--- src/rtl/hazard_stall_controller.sv ---
// Pipeline sequencing controller: load-use stalls, multi-cycle divider sequencing,
// branch flush priority, stall-cycle counter and sticky divider-timeout flag.
module hazard_stall_controller #(
   parameter int DIV_TIMEOUT = 40,
   parameter int CNT_W       = 6
) (
   input  logic        CLK,
   input  logic        RESET,
   input  logic [4:0]  ID_RS1_ADDR,
   input  logic [4:0]  ID_RS2_ADDR,
   input  logic        ID_USES_RS1,
   input  logic        ID_USES_RS2,
   input  logic        ID_IS_DIV,
   input  logic        EX_MEM_READ,
   input  logic        EX_WRITE_EN,
   input  logic [4:0]  EX_RD_ADDR,
   input  logic        BRANCH_TAKEN,
   input  logic        DIV_DONE,
   output logic        PC_STALL,
   output logic        IF_ID_STALL,
   output logic        IF_ID_FLUSH,
   output logic        ID_EX_BUBBLE,
   output logic        DIV_START,
   output logic        DIV_RESULT_SEL,
   output logic        DIV_ERROR,
   output logic [31:0] STALL_COUNT
);

   typedef enum logic [1:0] {
      RUN,
      DIV_WAIT,
      DIV_RELEASE
   } state_t;

   localparam logic [CNT_W-1:0] CNT_LAST = CNT_W'(DIV_TIMEOUT - 1);

   state_t            state_q, state_d;
   logic [CNT_W-1:0]  cnt_q, cnt_d;
   logic              div_error_q, div_error_d;
   logic [31:0]       stall_count_q, stall_count_d;
   logic              load_use;

   assign load_use = EX_MEM_READ & EX_WRITE_EN & (EX_RD_ADDR != 5'd0) &
                     ((ID_USES_RS1 & (ID_RS1_ADDR == EX_RD_ADDR)) |
                      (ID_USES_RS2 & (ID_RS2_ADDR == EX_RD_ADDR)));

   always_ff @(posedge CLK) begin
      if (RESET) begin
         state_q       <= RUN;
         cnt_q         <= '0;
         div_error_q   <= 1'b0;
         stall_count_q <= '0;
      end else begin
         state_q       <= state_d;
         cnt_q         <= cnt_d;
         div_error_q   <= div_error_d;
         stall_count_q <= stall_count_d;
      end
   end

   // A wrong-path branch or a pending load-use stall must not launch a divide.
   always_comb begin
      state_d     = state_q;
      cnt_d       = cnt_q;
      div_error_d = div_error_q;
      case (state_q)
         RUN: begin
            if (!BRANCH_TAKEN && !load_use && ID_IS_DIV) begin
               state_d = DIV_WAIT;
               cnt_d   = '0;
            end
         end
         DIV_WAIT: begin
            if (DIV_DONE) begin
               state_d = DIV_RELEASE;
            end else if (cnt_q == CNT_LAST) begin
               div_error_d = 1'b1;
               state_d     = DIV_RELEASE;
            end else begin
               cnt_d = cnt_q + 1'b1;
            end
         end
         DIV_RELEASE: state_d = RUN;
         default:     state_d = RUN;
      endcase
      stall_count_d = stall_count_q;
      if (PC_STALL && (stall_count_q != 32'hFFFF_FFFF)) begin
         stall_count_d = stall_count_q + 32'd1;
      end
   end

   always_comb begin
      PC_STALL       = 1'b0;
      IF_ID_STALL    = 1'b0;
      IF_ID_FLUSH    = 1'b0;
      ID_EX_BUBBLE   = 1'b0;
      DIV_START      = 1'b0;
      DIV_RESULT_SEL = 1'b0;
      if (!RESET) begin
         case (state_q)
            RUN: begin
               if (BRANCH_TAKEN) begin
                  IF_ID_FLUSH  = 1'b1;
                  ID_EX_BUBBLE = 1'b1;
               end else if (load_use) begin
                  PC_STALL     = 1'b1;
                  IF_ID_STALL  = 1'b1;
                  ID_EX_BUBBLE = 1'b1;
               end else if (ID_IS_DIV) begin
                  DIV_START    = 1'b1;
                  PC_STALL     = 1'b1;
                  IF_ID_STALL  = 1'b1;
                  ID_EX_BUBBLE = 1'b1;
               end
            end
            DIV_WAIT: begin
               PC_STALL     = 1'b1;
               IF_ID_STALL  = 1'b1;
               ID_EX_BUBBLE = 1'b1;
            end
            DIV_RELEASE: DIV_RESULT_SEL = 1'b1;
            default: ;
         endcase
      end
   end

   assign DIV_ERROR   = div_error_q;
   assign STALL_COUNT = stall_count_q;

endmodule

--- config.mk ---
export PLATFORM = sky130hd
export DESIGN_NAME = hazard_stall_controller
export DESIGN_NICKNAME = d
export VERILOG_FILES = /design/src/rtl/hazard_stall_controller.sv
export SDC_FILE = /design/constraint.sdc
export NUM_CORES = 1
export LEC_CHECK = 0
export CAP_MARGIN = 15
export CORE_AREA = 5 5 85 87
export DETAILED_ROUTE_END_ITERATION = 6
export DIE_AREA = 0 0 90 92
export GPL_TIMING_DRIVEN = 0
export PLACE_DENSITY = 0.62
export SYNTH_ARGS = -nofsm -noshare
export SYNTH_HDL_FRONTEND = slang
export SYNTH_SLANG_ARGS = --single-unit
--- constraint.sdc ---
create_clock -name CLK -period 4.87 [get_ports CLK]
set_input_delay 0.974 -clock CLK [delete_from_list [all_inputs] [get_ports CLK]]
set_output_delay 0.974 -clock CLK [all_outputs]
set_load 0.05 [all_outputs]
Word level (Yosys, flattened, before mapping)
Cells that the tools add are included.
W data, S select, Z words.
{ "word_totals": {"ff_bits": 41, "latchBits": 0, "ramBits": 0, "rom_bits": 0, "output_inout_bits": 39, "word_cells": 59, "n_memories": 0} }
{ "classes": {"n_addsub": 2, "mul": 0, "div_mod_pow": 0, "magnitude_cmp": 0, "eq_ne": 10, "n_shift": 0, "mux": 25, "n_bitwise": 7, "reduce_logical": 11} }
{ "op_table": {"columns": ["cell", "n"], "rows": [
  ["$add A32 B1 Y32 const B", 1],
  ["$ne A32 B32 Y1 const B", 1],
  ["$mux W6", 3],
  ["$mux W1", 15],
  ["$pmux W6 S2", 1],
  ["$eq A5 B5 Y1", 2],
  ["$add A6 B1 Y6 const B", 1],
  ["$eq A6 B6 Y1 const B", 1],
  ["$mux W2", 3],
  ["$ne A2 B2 Y1 const B", 3],
  ["$and A1 B1 Y1", 5],
  ["$reduce_bool A5 Y1", 1],
  ["$pmux W1 S2", 2],
  ["$pmux W2 S2", 1],
  ["$reduce_and A4 Y1", 1],
  ["$logic_and A1 B1 Y1", 3],
  ["$ne A3 B3 Y1 const B", 1],
  ["$reduce_and A3 Y1", 1],
  ["$eq A2 B1 Y1 const B", 1],
  ["$eq A2 B2 Y1 const B", 1],
  ["$logic_not A1 Y1", 2],
  ["$logic_not A2 Y1", 1],
  ["$reduce_and A2 Y1", 1],
  ["$reduce_bool A2 Y1", 1],
  ["other kinds (2)", 2]
]} }

Logic depth before layout (Yosys ltp)
{ "logic_depth": {"ltp_word": 9, "depth_mapped": 9} }

Worst setup path after synthesis
No wires, ideal clock.
{ "synth_timing": {"path_type": "input to output", "start": "in RESET", "end": "out IF_ID_FLUSH", "t_arrival_ns": 2.999, "t_required_ns": 3.896, "slack_ns": 0.897, "stages": 3, "n_path_buf": 2, "cell_sequence": "clkbuf_1 clkbuf_1 nor4b_1"} }
{ "synth_between": {"elab_chain_len": 1} }
{ "synth_rtl": {"columns": ["element", "line_no", "source"], "rows": [
  ["start, declared", "8", "input logic RESET,"],
  ["$mux W1", "99", "if (!RESET) begin"],
  ["end, declared", "21", "output logic IF_ID_FLUSH,"]
]} }
No other way between the ends.

Final worst setup path
{ "layout_timing": {"start": "in EX_RD_ADDR[0]", "end": "out PC_STALL"} }
{ "layout_between": {"elab_chain_len": 8, "elab_cells_between_ends": 12, "cone_classes": "eq/ne (2); mux (4); bitwise (5); reduce/logical (1)"} }
{ "layout_rtl": {"columns": ["element", "line_no", "source"], "rows": [
  ["start, declared", "16", "input logic [4:0] EX_RD_ADDR,"],
  ["$eq A5 B5 Y1, on equally long branches", "44, 45", null],
  ["$and A1 B1 Y1, on equally long branches", "44, 45", null],
  ["$or A1 B1 Y1", "44", "((ID_USES_RS1 & (ID_RS1_ADDR == EX_RD_ADDR)) |"],
  ["$and A1 B1 Y1 (*)", "43", "assign load_use = EX_MEM_READ & EX_WRITE_EN & (EX_RD_ADDR != 5'd0) &"],
  ["$mux W1 (*)", "105", "end else if (load_use) begin"],
  ["$mux W1 (*)", "102", "if (BRANCH_TAKEN) begin"],
  ["$pmux W1 S2 (*)", "100", "case (state_q)"],
  ["$mux W1 (*)", "99", null],
  ["end, declared", "19", "output logic PC_STALL,"]
]} }
Every way passes the cells marked *; elsewhere a longest branch is shown, timed or not.

==> results_dict.tcl <==
set metrics [dict create \
    fp.dieH_um 92 \
    cts_resized 1 \
    first_pass_iters 4 \
    fp-row-count 29 \
    postCtsSetupRepairBufs 0 \
    antenna_found_initial 0 \
    wl_um 6100 \
    path_cells "clkdlybuf4s50_1 -> or3_1 -> o311a_1 -> and4b_1 -> nor2_1 -> buf_2 -> buf_2 -> inv_1 -> buf_4 -> dlygate4sd2_1" \
    total_leakage_power_nw 1.03 \
    hold_viol 0 \
    ys_seq_area_frac 0.370 \
    synth_flop_cell "dfxtp_1" \
    grt_max_degree 13 \
    maxSlewHeadroom 0.544 \
    portBuffers 62 \
    finish.utilization 0.484 \
    cts_buffers 5 \
    num_vias 2213 \
    cp-end-kind "output pin" \
    fin_nets 362 \
    dp_hpwl_um 4610 \
    cpMostUsedCell "buf_2" \
    async_reset_ff_frac 0 \
    ys_warn_count 0 \
    crit_buf_inv 6 \
    track_usage 0.145 \
    fin_ws_ps 248 \
    fin_crit_ps 4620 \
    grt-ovfl-total 0 \
    start_util 0.354 \
    areaGrowthSynthToFinish_pct 36.9 \
    die_x_um 90 \
    fin_worst_skew_ps 5.32 \
    grt_pass1_wl_um 10100 \
    layout-drive-gt1-share 0.0861 \
    synth_edf_count 0 \
    wl_per_cell_um 14.7 \
    cts.clk_slew.worst_paths_ps 80 \
    postSynthCellCount 267 \
    ir_drop_uv 115 \
    via_per_inst 5.35 \
    drc_errors 0 \
    pre_cts_slack_ps -39.5 \
    drt-initial-drc-count 59 \
    worst_path_max_delay_cell "clkdlybuf4s50_1" \
    synth-seq-cells 41 \
    timing.final.crit_share 0.949 \
    min_path_type "flop to flop" \
    hold_ws_ps 505 \
    setup_viol 0 \
    h-tree-depth 2 \
    path_class "primary input to output pin" \
    worstPathRequired_ps 3900 \
    worstPathMaxFanout 10 \
    diodes 0 \
    place.gp.congestion 0.814 \
    clock-sinks 41 \
    cp_slowest_stage_delay_ps 480 \
    drv_cap 0 \
    critPathArrivalTime_ps 3650 \
    power_density_mw_per_mm2 222 \
    synth_cell_types 49 \
    fillers 642 \
    hold_buffers 0 \
    postSynthAreaPerCell_um2 8.31 \
    grt_pass1_vias 2112 \
    cp-start-kind "primary input" \
    status "complete, no violations" \
    cts-root-buf "clkbuf_8" \
    syn_area_mm2 0.00222 \
    dieArea_mm2 0.00828 \
    fmax_mhz 216 \
    rsz0062_at_grt "false" \
    cts_buffer_depth 2 \
    cts_tree "yes" \
    maxSlewViolCount 0 \
    ant_nets 0 \
    synth_fp_nets 293 \
    clk_latency_ps 300 \
    core_mm2 0.00628 \
    crit_family "buffers and inverters" \
    pin_count 63 \
    worst_pin_slew_ps 677 \
]
## where the power goes
group / total, mW / internal, mW / leakage [nW] / switching [mW]
Sequential: 0.341 / 0.337 / 0.331 / 0.00360
Combinational: 0.0864 / 0.0384 / 0.649 / 0.0480
Clock: 0.248 / 0.128 / 0.0542 / 0.120
## sequential cells by signal, summed over array words and instances (netlist names)
signal and cells:
state_q 2, DIV_ERROR 1, cnt_q 6, STALL_COUNT 32
## synthesized netlist by cell type, types with 3 or more instances
master / count / area (um^2)
nand2_1: 27 / 101
and3_1: 3 / 18.8
o311ai_0: 3 / 26.3
buf_2: 4 / 20.0
clkbuf_1: 6 / 22.5
xnor2_1: 12 / 105
inv_1: 7 / 26.3
nor4_1: 4 / 25.0
dfxtp_1: 41 / 821
nor3_1: 3 / 15.0
or3_1: 9 / 56.3
xor2_1: 4 / 35.0
or4_1: 10 / 75.1
nand4_1: 17 / 106
mux2_2: 8 / 90.1
nor2_1: 26 / 97.6
nand3_1: 4 / 20.0
o41ai_1: 5 / 43.8
o21ai_0: 11 / 55.1
o31ai_1: 5 / 37.5
a21oi_1: 15 / 75.1
nor2b_1: 8 / 50.1
nor4b_1: 3 / 26.3
## area by class of cell
| type | count | area, um^2 | area share |
|---|---|---|---|
| multi-input combinational | 205 | 1300 | 0.429 |
| inverter | 8 | 30.0 | 0.00988 |
| tap | 77 | 96.3 | 0.0317 |
| buffer | 13 | 66.3 | 0.0218 |
| timing repair buffer | 62 | 622 | 0.205 |
| sequential | 41 | 821 | 0.270 |
| clock inverter | 1 | 5.00 | 0.00165 |
| clock buffer | 7 | 96.3 | 0.0317 |
## worst paths after layout
path | from | end | slack (ps) | depth (start not counted)
min reg2reg | STALL_COUNT[5]$_SDFFE_PP0P_ | STALL_COUNT[5]$_SDFFE_PP0P_ | 510 | 1
max reg2reg | STALL_COUNT[12]$_SDFFE_PP0P_ | STALL_COUNT[9]$_SDFFE_PP0P_ | 2310 | 8
max | EX_RD_ADDR[0] | PC_STALL | 250 | 10
min | STALL_COUNT[5]$_SDFFE_PP0P_ | STALL_COUNT[5]$_SDFFE_PP0P_ | 510 | 1
## cell families (layout without fill, tap and decap cells)
| family | count (synthesis) | after routing | synth area share |
|---|---|---|---|
| AND/OR/NAND/NOR | 126 | 126 | 0.312 |
| AO/OA/AOI/OAI | 51 | 51 | 0.151 |
| flip-flops | 41 | 41 | 0.370 |
| buffers and inverters | 21 | 91 | 0.0434 |
| XOR/XNOR | 16 | 16 | 0.0631 |
| multiplexers | 10 | 10 | 0.0496 |
| adder cells (fa/ha/maj) | 2 | 2 | 0.0113 |
## cell usage in the layout (no fill, tap or decap), types with 5 or more instances in the layout
cell type         n
clkdlybuf4s50_1  60
inv_1             7
clkbuf_8          7
nand4_1          17
o21ai_0          11
dfxtp_1          41
nand2_1          27
a21oi_1          15
or4_1            10
mux2_2            8
xnor2_1          12
or3_1             9
o41ai_1           5
nor2b_1           8
clkbuf_1          6
nor2_1           26
o31ai_1           5
## per-stage QoR
step | area (um^2) | TNS [ps] | instances | power, mW
global placement | 2940 | -15.9 | 406 | 0.436
floorplan | 2220 | 0 | 267 | 0.395
detailed placement | 2940 | -39.5 | 406 | 0.436
CTS | 3040 | 0 | 414 | 0.681
finish | 3040 | 0 | 414 | 0.675
global route | 3040 | 0 | 414 | 0.701
## per-layer routing
| layer | part of all wire | wire length, um | vias to the layer above | GRT usage |
|---|---|---|---|---|
| met5 | 0 | 0 | - | 0 |
| met4 | 0.012 | 72 | 0 | 0.0533 |
| met1 | 0.44 | 2710 | 1027 | 0.173 |
| met3 | 0.078 | 476 | 6 | 0.0516 |
| met2 | 0.47 | 2840 | 59 | 0.238 |
| li1 | - | - | 1121 | - |
## worst register-to-register path: stages, from the launching register on
cell and delay, ps:
dfxtp_1 440, nand4_1 280, nor3_1 450, nand4_1 200, nor2_1 260, o21ba_2 200
clkbuf_2 160, nand4_1 120, mux2_2 340
Note: power is estimated with default switching activity, not from simulation.
